### src/rtl/muldiv_unit.sv
// Iterative multiply/divide unit with HI/LO registers for the MIPS execute stage.
// Shift-add multiply and restoring divide operate on magnitudes, retiring
// BITS_PER_CYCLE bits per ITER cycle; signs are applied in FIX.
module muldiv_unit #(
    parameter int DATA_WIDTH     = 32,
    parameter int BITS_PER_CYCLE = 1
) (
    input  logic                  clk,
    input  logic                  reset,
    input  logic                  Start,
    input  logic [2:0]            Op,
    input  logic                  Cancel,
    input  logic [DATA_WIDTH-1:0] A,
    input  logic [DATA_WIDTH-1:0] B,
    output logic                  Busy,
    output logic                  Done,
    output logic                  DivByZero,
    output logic [DATA_WIDTH-1:0] HI,
    output logic [DATA_WIDTH-1:0] LO
);
    localparam int DW = DATA_WIDTH;
    localparam int N  = DW / BITS_PER_CYCLE;
    localparam int CW = $clog2(N + 1);

    typedef enum logic [1:0] {S_IDLE, S_PREP, S_ITER, S_FIX} state_t;

    state_t          state_q, state_d;
    logic            is_div_q, is_div_d;
    logic            is_sgn_q, is_sgn_d;
    logic            neg_res_q, neg_res_d;   // product sign, or quotient sign
    logic            neg_rem_q, neg_rem_d;   // remainder follows the dividend
    logic [DW-1:0]   a_q, a_d;               // original operands, kept for the B==0 case
    logic [DW-1:0]   b_q, b_d;
    logic [DW-1:0]   acc_q, acc_d;           // product high half / partial remainder
    logic [DW-1:0]   work_q, work_d;         // multiplier -> product low half / dividend -> quotient
    logic [DW-1:0]   dvs_q, dvs_d;           // multiplicand or divisor magnitude
    logic [CW-1:0]   cnt_q, cnt_d;
    logic [DW-1:0]   hi_q, hi_d;
    logic [DW-1:0]   lo_q, lo_d;
    logic            done_q, done_d;
    logic            dbz_q, dbz_d;

    logic            a_neg, b_neg;
    logic [DW:0]     t;
    logic [DW-1:0]   acc_n, work_n;
    logic [2*DW-1:0] prod;

    // Next-state and datapath: one step of the IDLE/PREP/ITER/FIX sequence per cycle
    always_comb begin
        state_d   = state_q;
        is_div_d  = is_div_q;
        is_sgn_d  = is_sgn_q;
        neg_res_d = neg_res_q;
        neg_rem_d = neg_rem_q;
        a_d       = a_q;
        b_d       = b_q;
        acc_d     = acc_q;
        work_d    = work_q;
        dvs_d     = dvs_q;
        cnt_d     = cnt_q;
        hi_d      = hi_q;
        lo_d      = lo_q;
        done_d    = 1'b0;
        dbz_d     = 1'b0;
        a_neg     = 1'b0;
        b_neg     = 1'b0;
        t         = '0;
        acc_n     = acc_q;
        work_n    = work_q;
        prod      = '0;

        case (state_q)
            S_IDLE: begin
                if (Start) begin
                    if (!Op[2]) begin
                        a_d      = A;
                        b_d      = B;
                        is_div_d = Op[1];
                        is_sgn_d = ~Op[0];
                        state_d  = S_PREP;
                    end else if (Op == 3'b100) begin
                        hi_d = A;
                    end else if (Op == 3'b101) begin
                        lo_d = A;
                    end
                end
            end
            S_PREP: begin
                a_neg     = is_sgn_q & a_q[DW-1];
                b_neg     = is_sgn_q & b_q[DW-1];
                work_d    = a_neg ? -a_q : a_q;
                dvs_d     = b_neg ? -b_q : b_q;
                acc_d     = '0;
                cnt_d     = '0;
                neg_res_d = a_neg ^ b_neg;
                neg_rem_d = a_neg;
                state_d   = S_ITER;
            end
            S_ITER: begin
                for (int i = 0; i < BITS_PER_CYCLE; i++) begin
                    if (is_div_q) begin
                        t      = {acc_n, work_n[DW-1]};
                        work_n = {work_n[DW-2:0], 1'b0};
                        if (t >= {1'b0, dvs_q}) begin
                            t         = t - {1'b0, dvs_q};
                            work_n[0] = 1'b1;
                        end
                        acc_n = t[DW-1:0];
                    end else begin
                        t      = {1'b0, acc_n} + (work_n[0] ? {1'b0, dvs_q} : {(DW+1){1'b0}});
                        work_n = {t[0], work_n[DW-1:1]};
                        acc_n  = t[DW:1];
                    end
                end
                acc_d  = acc_n;
                work_d = work_n;
                cnt_d  = cnt_q + CW'(1);
                if (cnt_q == CW'(N - 1)) state_d = S_FIX;
            end
            S_FIX: begin
                state_d = S_IDLE;
                done_d  = 1'b1;
                if (is_div_q) begin
                    if (b_q == '0) begin
                        hi_d  = a_q;
                        lo_d  = '1;
                        dbz_d = 1'b1;
                    end else begin
                        lo_d = neg_res_q ? -work_q : work_q;
                        hi_d = neg_rem_q ? -acc_q : acc_q;
                    end
                end else begin
                    prod = {acc_q, work_q};
                    if (neg_res_q) prod = -prod;
                    {hi_d, lo_d} = prod;
                end
            end
            default: state_d = S_IDLE;
        endcase

        // A flush abandons the operation before anything architectural changes
        if (Cancel && state_q != S_IDLE) begin
            state_d = S_IDLE;
            done_d  = 1'b0;
            dbz_d   = 1'b0;
            hi_d    = hi_q;
            lo_d    = lo_q;
        end
    end

    // State registers; reset clears control and HI/LO
    always_ff @(posedge clk) begin
        if (reset) begin
            state_q   <= S_IDLE;
            is_div_q  <= 1'b0;
            is_sgn_q  <= 1'b0;
            neg_res_q <= 1'b0;
            neg_rem_q <= 1'b0;
            a_q       <= '0;
            b_q       <= '0;
            acc_q     <= '0;
            work_q    <= '0;
            dvs_q     <= '0;
            cnt_q     <= '0;
            hi_q      <= '0;
            lo_q      <= '0;
            done_q    <= 1'b0;
            dbz_q     <= 1'b0;
        end else begin
            state_q   <= state_d;
            is_div_q  <= is_div_d;
            is_sgn_q  <= is_sgn_d;
            neg_res_q <= neg_res_d;
            neg_rem_q <= neg_rem_d;
            a_q       <= a_d;
            b_q       <= b_d;
            acc_q     <= acc_d;
            work_q    <= work_d;
            dvs_q     <= dvs_d;
            cnt_q     <= cnt_d;
            hi_q      <= hi_d;
            lo_q      <= lo_d;
            done_q    <= done_d;
            dbz_q     <= dbz_d;
        end
    end

    assign Busy      = (state_q != S_IDLE);
    assign Done      = done_q;
    assign DivByZero = dbz_q;
    assign HI        = hi_q;
    assign LO        = lo_q;
endmodule
### config.mk
export PLATFORM = sky130hd
export DESIGN_NAME = muldiv_unit
export DESIGN_NICKNAME = d
export VERILOG_FILES = /design/src/rtl/muldiv_unit.sv
export SDC_FILE = /design/constraint.sdc
export NUM_CORES = 1
export LEC_CHECK = 0
export BUFFER_PORTS_ARGS = -buffer_cell sky130_fd_sc_hd__buf_2
export CAP_MARGIN = 20
export CORE_AREA = 2 2 190 192
export CTS_BUF_LIST = sky130_fd_sc_hd__clkbuf_8
export DETAILED_ROUTE_END_ITERATION = 12
export DIE_AREA = 0 0 192 194
export GPL_TIMING_DRIVEN = 0
export PLACE_DENSITY = 0.68
export SETUP_SLACK_MARGIN = 0.4
export SLEW_MARGIN = 10
export SYNTH_ARGS = -nofsm -noshare
export SYNTH_HDL_FRONTEND = slang
export SYNTH_SLANG_ARGS = --single-unit
export TNS_END_PERCENT = 100
### constraint.sdc
create_clock -name clk -period 7.2 [get_ports clk]
set_input_delay 0.36 -clock clk [delete_from_list [all_inputs] [get_ports clk]]
set_output_delay 0.36 -clock clk [all_outputs]
set_load 0.01 [all_outputs]
==> results of run 1 <==
-- worst min-delay path, stage by stage --
cell,delay [ns]
buf_2,0.10
nand2_1,0.06
a21oi_1,0.06
-- final cells by class --
type                       count  area, µm²
sequential                   238       4760
fill                        3485      15400
clock inverter                23        129
inverter                      72        270
multi-input combinational   1866      11600
tap                          461        577
timing repair buffer         172       1030
buffer                       186        722
clock buffer                  51        702
-- layout by cell type, fill, tap and decap left out, types with 68 or more instances in the layout --
master,synthesis,routed
a21oi_1,270,270
xnor2_1,122,122
nand2_1,305,305
dfxtp_1,238,238
nor2_1,243,243
inv_1,71,85
clkbuf_1,169,169
buf_2,7,145
xor2_1,77,77
ha_1,73,73
o21ai_0,163,163
a211oi_1,68,68
-- logic make-up after synthesis --
group / after synthesis
AO/OA/AOI/OAI: 775
XOR/XNOR: 199
adder cells (fa/ha/maj): 75
buffers and inverters: 258
flip-flops: 238
multiplexers: 57
AND/OR/NAND/NOR: 760
-- layer usage --
layer | global-route usage (%) | vias to the layer above | wire length (µm)
met2 | 57.3 | 1151 | 30800
met4 | 14.6 | 0 | 2890
li1 | - | 8887 | -
met5 | 0 | - | 0
met1 | 53.4 | 9265 | 31000
met3 | 8.81 | 185 | 8660
-- power by group through the flow --
| stage | registers (mW) | logic, mW | clock network, mW |
|---|---|---|---|
| 6_report | 1.84 | 3.65 | 1.29 |
| 3_5_place_dp | 1.85 | 3.49 | 0 |
| 3_3_place_gp | 1.84 | 3.46 | 0 |
| 5_1_grt | 1.85 | 3.92 | 1.35 |
| 2_1_floorplan | 1.80 | 2.35 | 0 |
| 4_1_cts | 1.82 | 3.52 | 1.29 |
-- flip-flops by register name, indices dropped and copies added (netlist names), 2 cells and up --
signal,flops
cnt_q,6
acc_q,32
HI,32
a_q,32
b_q,32
work_q,32
state_q,2
dvs_q,32
LO,32
-- metrics by stage --
| step | instances | total power, mW |
|---|---|---|
| floorplan | 2362 | 4.15 |
| detailed placement | 2961 | 5.34 |
| CTS | 3067 | 6.64 |
| finish | 3069 | 6.78 |
| global placement | 2960 | 5.30 |
| global route | 3069 | 7.12 |
-- how the worst max path moves through the flow --
stage               from        end
2_1_floorplan   acc_q[0]     HI[24]
3_3_place_gp   work_q[0]  acc_q[30]
3_5_place_dp   work_q[0]  acc_q[30]
4_1_cts        work_q[0]  acc_q[30]
5_1_grt        work_q[0]  acc_q[30]
6_report       work_q[0]  acc_q[30]
==> impl_results.md, run 1 <==
* Vias/cell at 6.35
* Post-Synth Adder-Cell Area at 5.50%
* Async S/R FF share, synth at 0%
* Hold_ws at 0.0228 ns
* Synth Area in XOR/XNOR at 10.1%
* Slew Viols, Final at 0
* Synthesis-to-layout area growth at 14.1%
* Clock share of power at 19.0%
* Die height at 194 µm
* DRC violations left at 0
* GRT overflow at 0
* Pwr/cell area at 343 nW/µm²
* Crit path max-delay family: compound AO/OA/AOI/OAI gates
* Final hold vios at 0
* Fin crit period at 4.89 ns
* P_sw at 3.34 mW
* Die Wd at 192 µm
* Final setup margin at 2.31 ns
* Design area at 19800 µm²
* Max cap viols at 0
* Slew @ Worst Pin at 1.13 ns
* Vias in the first global route at 18100
* Antenna Nets Post-Route at 0
* Fmax at 0.205 GHz
* Num CTS Buffers at 43
* Mapped Area at 17300 µm²
* H-Tree Depth at 2
* Clock slew at reported path FFs at 0.06 ns
* Initial DRC count at 2260
* FF+latch count, synth at 238
* Clock sinks at 238
* Worst EP required at 7.70 ns
* Drt pass-1 iters at 5
* WP data arrival at 5.39 ns
* Reg2reg path depth at 14
* Die area at 37200 µm²
* Final Setup Violations at 0
* Synth Area in Compound Gates at 28.0%
* Int Pwr at 3.44 mW
* Dpl hpwl at 57.3 mm
* Top_reg_cell synth: dfxtp_1
* Initial Util at 49.2%
* Resize count post-CTS at 0
* Clock latency on the worst-skew pair at 0.62 ns
* Initial antenna violation count at 0
* Mux contribution to synthesized area at 3.32%
* WP depth at 14
* Final wirelength at 73.3 mm
* First-pass GRT wire length at 108 mm
* Combinational family with the most area after synthesis: compound AO/OA/AOI/OAI gates
* Max stage delay on crit path at 0.63 ns
* Syn Inst Count at 2362
* Status: complete, no violations
* Yosys warns at 0
* R2R Setup Slk at 2.31 ns
* Worst hold endpoint: b_q[1]
* Dpl ws at 2.56 ns
* Reg-to-reg endpoint: acc_q[30]
* Cell taking the most area after synthesis: dfxtp_1
* Layout Nets at 2725
* Commonest cells in the netlist: 305 x nand2_1, 270 x a21oi_1, 243 x nor2_1, 238 x dfxtp_1, 169 x clkbuf_1
* Reg2Reg Launch Point: work_q[0]
* GR Util All Layers at 38.3%
* Worst VDD drop at 0.202 mV
* Switch share at 49.3%
* Root buffer cell: clkbuf_8
* Setup_tns at 0 ns
* Top cells by area, synth: dfxtp_1 27%, a21oi_1 7.8%, nand2_1 6.6%, xnor2_1 6.2%, ha_1 5.3%
* Avg WL per Cell at 23.9 µm
* Worst Hold Class: in -> reg
* Routed via count at 19500
* Seq/Total Area, Yosys at 27.5%
* Largest net degree at the start of global routing at 11
* Post-CTS Setup Inserts at 0
* I/O Buffers at 137
* GP Congestion at 1.02
* Post-synthesis area per instance at 7.34 µm²
* Endpoint type of the worst setup path: register
* Leakage at 7.83 nW
* Simple-gate area share of the yosys netlist at 19.9%
* Max-slew headroom at 24.7%
* Proportion of layout cells with a drive suffix above 1 at 9.01%
* Crit path max-delay cell type: clkbuf_1
* Final Util at 56.1%
* Syn_nets at 2508
* Post-synth top area share at 27.5%
* Logic pwr share at 53.8%
* Tcrit/Tclk final at 67.9%
* Startpoint types: register
* Clock skew at 0.0253 ns
* Cell variety after synth at 76
* Crit Path Max Fanout at 10
* Top-count cell post-synth: nand2_1
* Core area at 35200 µm²
* Hold path start: B[1]
* RSZ-0062 raised after global routing: false
* Area after DPL at 18600 µm²
* Post-synth EDFFs at 0
* Top-Level Pins at 138
* ANT cells at 0
* CP cell instances: clkbuf_1 -> inv_1 -> clkbuf_1 -> nor2_1 -> ha_1 -> a21oi_1 -> nand2_1 -> a21oi_1 -> o21bai_1 -> a21boi_0 -> o21ai_0 -> a311oi_1 -> mux2i_1 -> a32oi_1
* CTS tree: done
* Clk buf depth at 3
* Worst hold path cell count at 3
* Row cnt at 69
* Post-CTS Hold Buffers at 32
* CP Class: reg -> reg
* Sequential share of power at 27.1%
* Critical path buffers and inverters at 3
Power figures use the tool's default switching activity.
==> run 2: changes to the inputs <==
--- a/config.mk
+++ b/config.mk
@@ -5,12 +5,13 @@
 export SDC_FILE = /design/constraint.sdc
 export NUM_CORES = 1
 export LEC_CHECK = 0
+export ABC_AREA = 1
 export BUFFER_PORTS_ARGS = -buffer_cell sky130_fd_sc_hd__buf_2
 export CAP_MARGIN = 20
-export CORE_AREA = 2 2 190 192
+export CORE_AREA = 2 2 205 207
 export CTS_BUF_LIST = sky130_fd_sc_hd__clkbuf_8
 export DETAILED_ROUTE_END_ITERATION = 12
-export DIE_AREA = 0 0 192 194
+export DIE_AREA = 0 0 207 209
 export GPL_TIMING_DRIVEN = 0
 export PLACE_DENSITY = 0.68
 export SETUP_SLACK_MARGIN = 0.4
==> constraint.sdc (replaced) <==
create_clock -name clk -period 5.1 [get_ports clk]
set_input_delay 0.255 -clock clk [delete_from_list [all_inputs] [get_ports clk]]
set_output_delay 0.255 -clock clk [all_outputs]
set_load 0.01 [all_outputs]
==> run 2 against run 1 <==
Against the previous run: maximum frequency up 34%; die area up 16%; clock power up 43%; core utilization up 0.28 points; largest cell class unchanged.
==> impl_results.md, run 2 <==
* Status: complete, no violations (unchanged)
* Worst hold endpoint: state_q[0] (was b_q[1])
* Reg-to-reg endpoint: acc_q[25] (was acc_q[30])
* Endpoint type of the worst setup path: register (unchanged)
* Seq/Total Area, Yosys at 23.4% (was 27.5%)
* Slew @ Worst Pin at 1.06 ns (was 1.13 ns)
* ANT cells at 0 (unchanged)
* CP cell instances: buf_6 -> clkbuf_1 -> nand2_1 -> inv_1 -> ha_1 -> inv_1 -> fa_1 -> o21ai_1 -> nand2_1 -> nand2_1 -> nand2_1 -> nand2_1 -> nand2_1 -> nand3_1 -> nand2_1 -> nand3_1 -> nand3_1 -> a21oi_1 (was clkbuf_1 -> inv_1 -> clkbuf_1 -> nor2_1 -> ha_1 -> a21oi_1 -> nand2_1 -> a21oi_1 -> o21bai_1 -> a21boi_0 -> o21ai_0 -> a311oi_1 -> mux2i_1 -> a32oi_1)
* Dpl hpwl at 75.0 mm (was 57.3 mm)
* Commonest cells in the netlist: 977 x nand2_1, 465 x inv_1, 360 x a21oi_1, 318 x nand3_1, 318 x o21ai_0 (was 305 x nand2_1, 270 x a21oi_1, 243 x nor2_1, 238 x dfxtp_1, 169 x clkbuf_1)
* Die Wd at 207 µm (was 192 µm)
* Async S/R FF share, synth at 0% (unchanged)
* Dpl ws at 1.55 ns (was 2.56 ns)
* Vias in the first global route at 22200 (was 18100)
* Top-Level Pins at 138 (unchanged)
* Commonest non-fill, non-tap cells in the layout: 977 x nand2_1, 474 x inv_1, 360 x a21oi_1 (was 305 x nand2_1, 270 x a21oi_1, 243 x nor2_1)
* Tcrit/Tclk final at 71.6% (was 67.9%)
* Post-CTS Setup Inserts at 0 (unchanged)
* Yosys warns at 0 (unchanged)
* CTS tree: done (unchanged)
* Proportion of layout cells with a drive suffix above 1 at 8.28% (was 9.01%)
* Max-slew headroom at 29.5% (was 24.7%)
* Num CTS Buffers at 42 (was 43)
* GP Congestion at 1.08 (was 1.02)
* Clock latency on the worst-skew pair at 0.63 ns (was 0.62 ns)
* GRT overflow at 0 (unchanged)
* Drt pass-1 iters at 6 (was 5)
* Antenna Nets Post-Route at 0 (unchanged)
* Clock sinks at 238 (unchanged)
* Reg2reg path depth at 18 (was 14)
* Synthesis-to-layout area growth at 14.3% (was 14.1%)
* Crit path max-delay cell type: clkbuf_1 (unchanged)
* Vias/cell at 5.75 (was 6.35)
* Final Util at 56.4% (was 56.1%)
* Cell taking the most area after synthesis: dfxtp_1 (unchanged)
* Commonest non-fill, non-tap cell in the layout: nand2_1 (unchanged)
* Routed via count at 25000 (was 19500)
* Final total power at 11.1 mW (was 6.78 mW)
* Top cells by area, synth: dfxtp_1 23%, nand2_1 18%, a21oi_1 8.8%, inv_1 8.6%, nand3_1 7.8% (was dfxtp_1 27%, a21oi_1 7.8%, nand2_1 6.6%, xnor2_1 6.2%, ha_1 5.3%)
* Root buffer cell: clkbuf_8 (unchanged)
* Cell variety after synth at 55 (was 76)
* Crit Path Max Fanout at 10 (unchanged)
* H-Tree Depth at 2 (unchanged)
* Initial antenna violation count at 2 (was 0)
* Initial Util at 49.4% (was 49.2%)
* Slew Viols, Final at 0 (unchanged)
* Hold_ws at 0.0733 ns (was 0.0228 ns)
* Post-synthesis area per instance at 5.76 µm² (was 7.34 µm²)
* Setup_tns at 0 ns (unchanged)
* Design area at 23300 µm² (was 19800 µm²)
* Syn_nets at 3684 (was 2508)
* FF+latch count, synth at 238 (unchanged)
* Clk buf depth at 3 (unchanged)
* Max cap viols at 0 (unchanged)
* Row cnt at 75 (was 69)
* Die height at 209 µm (was 194 µm)
* DRC violations left at 0 (unchanged)
* Worst hold path cell count at 6 (was 3)
* Top_reg_cell synth: dfxtp_1 (unchanged)
* R2R Setup Slk at 1.45 ns (was 2.31 ns)
* Worst VDD drop at 0.291 mV (was 0.202 mV)
* Avg WL per Cell at 21.4 µm (was 23.9 µm)
* Final setup margin at 1.45 ns (was 2.31 ns)
* Largest net degree at the start of global routing at 13 (was 11)
* Hold path start: Op[2] (was B[1])
* Pwr/cell area at 477 nW/µm² (was 343 nW/µm²)
* Max stage delay on crit path at 0.49 ns (was 0.63 ns)
* Post-synth top area share at 23.4% (was 27.5%)
* Worst Hold Class: in -> reg (unchanged)
* Syn Inst Count at 3538 (was 2362)
* Crit-path most repeated cell: nand2_1
* Clock skew at 0.0340 ns (was 0.0253 ns)
* Worst EP required at 5.65 ns (was 7.70 ns)
* GR Util All Layers at 41.7% (was 38.3%)
* Area after DPL at 21700 µm² (was 18600 µm²)
* Fin crit period at 3.65 ns (was 4.89 ns)
* Fmax at 0.274 GHz (was 0.205 GHz)
* Fillers at 4492 (was 3485)
* Final hold vios at 0 (unchanged)
* Layout Nets at 3933 (was 2725)
* First-pass GRT wire length at 138 mm (was 108 mm)
* Die area at 43300 µm² (was 37200 µm²)
* Core area at 41300 µm² (was 35200 µm²)
* CP Class: reg -> reg (unchanged)
* WP data arrival at 4.20 ns (was 5.39 ns)
* Non-filler cells, final at 4356 (was 3069)
* RSZ-0062 raised after global routing: false (unchanged)
* Final Setup Violations at 0 (unchanged)
* I/O Buffers at 136 (was 137)
* Startpoint types: register (unchanged)
* Clock slew at reported path FFs at 0.06 ns (about the same)
* Leakage at 11.5 nW (was 7.83 nW)
* Final wirelength at 93.2 mm (was 73.3 mm)
* Top-count cell post-synth: nand2_1 (unchanged)
* Post-synth EDFFs at 0 (unchanged)
* Reg2Reg Launch Point: work_q[0] (unchanged)
* Initial DRC count at 3496 (was 2260)
* Mapped Area at 20400 µm² (was 17300 µm²)
* Inst Count DP at 4213 (was 2961)
-- run 2: logic make-up after synthesis --
kind of cell             share of synthesized area, %
flip-flops                                       23.4
buffers and inverters                            12.3
AND/OR/NAND/NOR                                  36.6
adder cells (fa/ha/maj)                          4.68
XOR/XNOR                                         3.31
AO/OA/AOI/OAI                                    19.7
-- run 2: worst max-delay path: cells and delay by family (launching register included) --
kind / cells / cell delay, ns
DFF: 1 / 0.32
AOI/OAI and AO/OA: 2 / 0.62
buffers and inverters: 4 / 0.84
and+or+nand+nor: 10 / 1.09
adders and majority gates: 2 / 0.70
-- run 2: timing repair --
| item | CTS | global route |
|---|---|---|
| resized for setup | 0 | 0 |
| hold endpoints to repair | 107 | 0 |
| hold buffers | 69 | 0 |
-- run 2: power by group --
part / internal, mW / total [mW] / leakage (nW) / switching, mW
sequential: 2.34 / 2.82 / 1.95 / 0.481
clock: 0.974 / 1.85 / 0.479 / 0.875
combinational: 1.85 / 6.45 / 9.03 / 4.61
-- run 2: worst max-delay path by stage --
| stage | depth (start not counted) | slack, ns | endpoint | start |
|---|---|---|---|---|
| CTS | 18 | 1.54 | acc_q[25] | work_q[0] |
| global placement | 18 | 1.56 | acc_q[25] | work_q[0] |
| floorplan | 20 | 2.57 | acc_q[31] | work_q[0] |
| finish | 18 | 1.45 | acc_q[25] | work_q[0] |
| detailed placement | 18 | 1.55 | acc_q[25] | work_q[0] |
| global route | 18 | 1.26 | acc_q[25] | work_q[0] |
-- run 2: cell type report --
type	instances	area [µm²]	share of cell area, %
Buffer	153	701	3.01
Tap cell	539	674	2.89
Timing Repair Buffer	205	1370	5.89
Sequential cell	238	4760	20.5
Multi-Input combinational cell	2665	13100	56.3
Clock inverter	19	104	0.446
Inverter	482	1810	7.78
Clock buffer	55	757	3.25
-- run 2: metal layers --
layer  up-vias  track usage (%)  share of wire, %
met5         -                0             0.011
li1      12000                -                 -
met1     11400             60.8                43
met4         2             12.8               3.1
met3       174             11.3                14
met2      1498             59.2                39
